--- config.mk ---
export PLATFORM = sky130hd
export DESIGN_NAME = seq_pattern_gen
export DESIGN_NICKNAME = d
export VERILOG_FILES = /design/src/rtl/seq_pkg.sv /design/src/rtl/pat_shift_reg.sv /design/src/rtl/seq_pattern_gen.sv
export SDC_FILE = /design/constraint.sdc
export NUM_CORES = 1
export LEC_CHECK = 0
export BUFFER_PORTS_ARGS = -buffer_cell sky130_fd_sc_hd__buf_4
export CORE_MARGIN = 3
export CORE_UTILIZATION = 55
export DETAILED_ROUTE_END_ITERATION = 8
export PLACE_DENSITY = 0.77
export SETUP_SLACK_MARGIN = 0.5
export SYNTH_ARGS = -nofsm -noshare
export SYNTH_HDL_FRONTEND = slang
export SYNTH_SLANG_ARGS = --single-unit
--- constraint.sdc ---
create_clock -name clk -period 5.3 [get_ports clk]
set_clock_uncertainty 0.05 [all_clocks]
set_input_delay 1.06 -clock clk [delete_from_list [all_inputs] [get_ports clk]]
set_output_delay 1.06 -clock clk [all_outputs]
set_load 0.01 [all_outputs]
--- src/rtl/seq_pkg.sv ---
// Shared types and defaults for the 1101 pattern generator and detector benches.
package seq_pkg;
  typedef enum logic [1:0] {IDLE, SHIFT, GAP, DONE} seq_state_e;

  localparam logic [3:0] DEF_PAT_1101 = 4'b1101;
  localparam int         SEQ_PAT_W    = 4;
  localparam int         SEQ_REP_W    = 8;
  localparam int         SEQ_GAP_W    = 4;
endpackage

--- src/rtl/pat_shift_reg.sv ---
// Parallel-load pattern register with a descending bit index (MSB first).
module pat_shift_reg #(
  parameter int PAT_W = 4
) (
  input  logic             clk,
  input  logic             rst,
  input  logic             load,
  input  logic             step,
  input  logic [PAT_W-1:0] pat,
  output logic             bit_out,
  output logic             first_bit,
  output logic             last_bit
);
  localparam int             IW  = $clog2(PAT_W);
  localparam logic [IW-1:0]  TOP = IW'(PAT_W - 1);

  logic [PAT_W-1:0] pat_q;
  logic [IW-1:0]    idx;

  // The index reloads to the MSB after bit 0, so the next repetition or
  // the bit after a gap always starts at the top without extra control.
  always_ff @(posedge clk or posedge rst) begin
    if (rst) begin
      pat_q <= '0;
      idx   <= '0;
    end else if (load) begin
      pat_q <= pat;
      idx   <= TOP;
    end else if (step) begin
      idx <= (idx == '0) ? TOP : idx - 1'b1;
    end
  end

  assign bit_out   = pat_q[idx];
  assign first_bit = (idx == TOP);
  assign last_bit  = (idx == '0);
endmodule

--- src/rtl/seq_pattern_gen.sv ---
// Serial pattern transmitter: R repetitions of a PAT_W-bit pattern, G zero bits between them.
module seq_pattern_gen
  import seq_pkg::*;
#(
  parameter int               PAT_W   = SEQ_PAT_W,
  parameter int               REP_W   = SEQ_REP_W,
  parameter int               GAP_W   = SEQ_GAP_W,
  parameter logic [PAT_W-1:0] DEF_PAT = DEF_PAT_1101
) (
  input  logic             clk,
  input  logic             rst,
  input  logic             start,
  input  logic             use_def,
  input  logic [PAT_W-1:0] pat_in,
  input  logic [REP_W-1:0] reps_in,
  input  logic [GAP_W-1:0] gap_in,
  output logic             sdo,
  output logic             sdo_valid,
  output logic             sof,
  output logic             busy,
  output logic             done
);
  seq_state_e       state;
  logic [REP_W-1:0] reps_q;
  logic [GAP_W-1:0] gap_q;
  logic [GAP_W-1:0] gcnt;
  logic             load, step, bit_out, first_bit, last_bit;

  assign load = (state == IDLE) && start;
  assign step = (state == SHIFT);

  pat_shift_reg #(.PAT_W(PAT_W)) u_sr (
    .clk       (clk),
    .rst       (rst),
    .load      (load),
    .step      (step),
    .pat       (use_def ? DEF_PAT : pat_in),
    .bit_out   (bit_out),
    .first_bit (first_bit),
    .last_bit  (last_bit)
  );

  // Outputs are registered from the current state, so they trail the
  // state register by one cycle: the bit shown after an edge is the one
  // the FSM was sitting on before it.
  always_ff @(posedge clk or posedge rst) begin
    if (rst) begin
      state     <= IDLE;
      reps_q    <= '0;
      gap_q     <= '0;
      gcnt      <= '0;
      sdo       <= 1'b0;
      sdo_valid <= 1'b0;
      sof       <= 1'b0;
      busy      <= 1'b0;
      done      <= 1'b0;
    end else begin
      case (state)
        IDLE: begin
          sdo       <= 1'b0;
          sdo_valid <= 1'b0;
          sof       <= 1'b0;
          busy      <= 1'b0;
          done      <= 1'b0;
          if (start) begin
            reps_q <= (reps_in == '0) ? REP_W'(1) : reps_in;
            gap_q  <= gap_in;
            state  <= SHIFT;
          end
        end
        SHIFT: begin
          sdo       <= bit_out;
          sdo_valid <= 1'b1;
          sof       <= first_bit;
          busy      <= 1'b1;
          done      <= 1'b0;
          if (last_bit) begin
            reps_q <= reps_q - 1'b1;
            if (reps_q > REP_W'(1)) begin
              if (gap_q != '0) begin
                gcnt  <= gap_q;
                state <= GAP;
              end
            end else begin
              state <= DONE;
            end
          end
        end
        GAP: begin
          sdo       <= 1'b0;
          sdo_valid <= 1'b1;
          sof       <= 1'b0;
          busy      <= 1'b1;
          done      <= 1'b0;
          gcnt      <= gcnt - 1'b1;
          if (gcnt == GAP_W'(1)) state <= SHIFT;
        end
        DONE: begin
          sdo       <= 1'b0;
          sdo_valid <= 1'b0;
          sof       <= 1'b0;
          busy      <= 1'b0;
          done      <= 1'b1;
          state     <= IDLE;
        end
        default: state <= IDLE;
      endcase
    end
  end
endmodule

==> out/results.md <==
## Run status
- result of the run: finished, final reports clean

## Setup path
- peak fanout along the critical path: 36
- startpoint type of the worst setup path: register
- capturing element type of the critical path: register
- family with the most delay on the worst path: adder cells
- cells traversed along the worst timing path: inv_1, ha_1, nor2_1, a211o_1, mux2i_1, o31ai_1
- worst endpoint required time: 5.44 ns
- cell with the largest stage delay on the worst path: sky130_fd_sc_hd__ha_1
- critical path start-end classification: reg -> reg
- data arrival time of the critical path: 2.70 ns
- WP buf/inv: 1
- Worst path max stage delay: 0.94 ns

## Final layout
- fraction of final layout cells with drive strength greater than 1: 22.3%
- area added between synthesis and finish: 13.9%
- number of nets at the end of the flow: 225
- fin util: 67.9%
- final antenna diode count: 0
- post-route cell area: 1920 µm²

## Floorplanning
- Core Rows: 19
- number of placed I/O pins: 25
- width of the chip: 61.4 µm
- height of the chip: 61.4 µm
- core outline area: 2830 µm²
- die area: 3770 µm²
- starting utilization of the core area: 59.6%

## Clock tree
- maximum count of clock buffers along a single path: 2
- Reg clk slew, reported paths: 0.15 ns
- Resized Gates After CTS: 0
- Post CTS Setup Buffer Count: 0
- CTS Buf Count: 3
- hold buffers post-CTS: 0
- clock insertion delay at the later pin of the skew report: 0.33 ns
- clock tree from TritonCTS: yes
- clock root buffer: sky130_fd_sc_hd__clkbuf_4
- total number of clock tree sinks: 28
- H-tree depth: 1

## Synth
- mean post-synth cell area: 9.75 µm²
- number of synthesized flops with an enable pin: 0
- Yosys top cell area share: 41.5%
- number of storage elements in the synthesis netlist: 28
- leading post-synthesis cells by cell area: sky130_fd_sc_hd__dfrtp_1 42%, sky130_fd_sc_hd__ha_1 8.2%, sky130_fd_sc_hd__nor2_1 4.2%, sky130_fd_sc_hd__mux2_2 4.0%, sky130_fd_sc_hd__a21oi_1 3.0%
- Synth warnings: 0
- most instantiated cells after synthesis: 28 x sky130_fd_sc_hd__dfrtp_1, 19 x sky130_fd_sc_hd__nor2_1, 13 x sky130_fd_sc_hd__inv_1
- post-synth top area cell: sky130_fd_sc_hd__dfrtp_1
- number of distinct standard cells referenced by the synthesized netlist: 44
- number of nets in the synthesized netlist: 204
- share of flip-flops with an asynchronous set or reset: 100%
- register area share after synthesis: 41.5%
- post-synth design cell area: 1690 µm²
- most frequent cell after synthesis: sky130_fd_sc_hd__dfrtp_1
- gate count after technology mapping: 173
- dominant register cell in the synthesized netlist: sky130_fd_sc_hd__dfrtp_1

## Pwr
- Leakage: 0.885 nW
- Max rail drop VDD: 407 µV
- switching share of power: 42.0%
- part of the total power dissipated in the clock network: 12.1%
- Sequential Power Share: 36.6%
- power per standard cell area: 599 nW/µm²
- proportion of power drawn by combinational gates: 51.3%
- sw power: 0.000484 W
- Int Power: 0.000667 W

## GRT
- vias in the first global route: 1,282
- pin count of the biggest net entering global routing: 37
- wire length of the first global-routing pass: 5680 µm
- total global routing overflow: 0
- overall routing resource usage: 20.1%
- antenna violations before repair: 0

## Timing
- slew at the pin with the worst max-slew slack: 1.15 ns
- worst slew margin relative to its limit: 23.1%
- Fmax: 391 MHz
- setup repair after global routing missed its margin: no
- worst-case hold slack: 0.458 ns
- final total negative setup slack: 0 ns
- number of setup violations in the final report: 0
- final critical path time including I/O delays and setup: 2.56 ns
- count of pins over their slew limit: 0
- endpoints failing hold: 0
- portion of the clock cycle consumed by the worst path in the final layout: 48.3%

## Route
- number of violations reported at the end of detailed-routing iteration 0: 173
- overall via count from detail_route: 1,333
- drc violations: 0
- final routed wirelength across all metal layers: 3360 µm
- count of antenna-violating nets left after detailed routing: 0
- Routed wire per std cell: 15.0 µm
- first-pass iteration count of the detailed router: 4
- vias per std cell: 5.95

## Place
- total placed instance area: 1870 µm²
- post-detailed-placement half-perimeter wirelength: 2530 µm
- total of buffers placed on input and output ports: 24
- final weighted congestion in routability-driven placement: 0.823

## Run
- number of violations of the max-capacitance limit: 0

## Min path
- kind of path behind the tightest hold check: reg -> reg

==> path summary, 6_finish.rpt <==
kind | to | depth (start not counted) | slack [ns] | from
min in group asynchronous | reps_q[5]$_DFFE_PP0P_ | 2 | 0.92 | rst
hold / removal | u_sr.pat_q[0]$_DFFE_PP0P_ | 2 | 0.46 | u_sr.pat_q[0]$_DFFE_PP0P_
setup reg to reg | reps_q[0]$_DFFE_PP0P_ | 6 | 2.74 | state[1]$_DFFE_PP0P_
max in group asynchronous | reps_q[4]$_DFFE_PP0P_ | 2 | 3.66 | rst
setup / recovery | reps_q[0]$_DFFE_PP0P_ | 6 | 2.74 | state[1]$_DFFE_PP0P_
hold reg to reg | u_sr.pat_q[0]$_DFFE_PP0P_ | 2 | 0.46 | u_sr.pat_q[0]$_DFFE_PP0P_
==> layout make-up <==
| type | instances | area (µm²) |
|---|---|---|
| repair buffers | 24 | 180 |
| fillers | 218 | 907 |
| clock buffers | 3 | 22.5 |
| well taps | 31 | 38.8 |
| multi-input cells | 124 | 901 |
| inverters | 13 | 48.8 |
| flip-flops and latches | 28 | 701 |
| clock inverters | 1 | 30.0 |
==> metal layers <==
metal,GRT usage [%],routed length (µm)
met5,0,0
met4,7.58,59
met3,2.73,146
met2,34.1,1650
met1,26.2,1500
==> worst reg2reg max path, cell delays in order (launching register included) <==
cell and delay (ns):
sky130_fd_sc_hd__dfrtp_1 0.43, sky130_fd_sc_hd__inv_1 0.12, sky130_fd_sc_hd__ha_1 0.94, sky130_fd_sc_hd__nor2_1 0.16, sky130_fd_sc_hd__a211o_1 0.44, sky130_fd_sc_hd__mux2i_1 0.20, sky130_fd_sc_hd__o31ai_1 0.08
==> cell usage in the layout, fill, tap and decap left out, types with 2 or more instances in the layout <==
master / count
sky130_fd_sc_hd__dfrtp_1: 28
sky130_fd_sc_hd__buf_4: 24
sky130_fd_sc_hd__nor2_1: 19
sky130_fd_sc_hd__inv_1: 13
sky130_fd_sc_hd__nand2_1: 11
sky130_fd_sc_hd__ha_1: 11
sky130_fd_sc_hd__a21oi_1: 10
sky130_fd_sc_hd__o21ai_0: 9
sky130_fd_sc_hd__mux2_2: 6
sky130_fd_sc_hd__a2bb2oi_1: 4
sky130_fd_sc_hd__nand3_1: 4
sky130_fd_sc_hd__nor2b_1: 3
sky130_fd_sc_hd__mux2i_1: 3
sky130_fd_sc_hd__nor3_1: 3
sky130_fd_sc_hd__a31oi_1: 3
sky130_fd_sc_hd__a211oi_1: 3
sky130_fd_sc_hd__nand4_1: 3
sky130_fd_sc_hd__and2_1: 3
sky130_fd_sc_hd__clkbuf_4: 3
sky130_fd_sc_hd__o22a_1: 2
sky130_fd_sc_hd__nand3b_1: 2
sky130_fd_sc_hd__o22ai_1: 2
sky130_fd_sc_hd__o31ai_1: 2
sky130_fd_sc_hd__or3_1: 2
sky130_fd_sc_hd__a221oi_2: 2
==> power by group through the flow <==
stage	clock [W]	sequential (W)	combinational, W
3_3_place_gp	0	0.000418	0.000562
2_1_floorplan	0	0.000407	0.000469
6_report	0.000139	0.000421	0.000591
3_5_place_dp	0	0.000425	0.000591
4_1_cts	0.000142	0.000420	0.000593
5_1_grt	0.000149	0.000438	0.000671
==> state kept, by name, summed over array words and instances, names as in the netlist <==
signal      cells
done            1
u_sr.idx        2
sof             1
busy            1
gap_q           4
state           2
sdo             1
u_sr.pat_q      4
gcnt            4
reps_q          8
==> per-stage QoR <==
stage	cells	setup WS [ns]	power, W
floorplan	173	3.22	0.000875
global placement	220	2.88	0.000980
detailed placement	220	2.77	0.00102
CTS	224	2.76	0.00116
global route	224	2.40	0.00126
finish	224	2.74	0.00115
==> kinds of logic after synthesis <==
| family | count (synthesis) | synth area share, % |
|---|---|---|
| AND/OR/NAND/NOR | 59 | 18.5 |
| AO/OA/AOI/OAI | 42 | 18.2 |
| flip-flops | 28 | 41.5 |
| buffers and inverters | 21 | 5.04 |
| multiplexers | 11 | 8.01 |
| adder cells (fa/ha/maj) | 11 | 8.16 |
| XOR/XNOR | 1 | 0.519 |
Power figures use the tool's default switching activity.
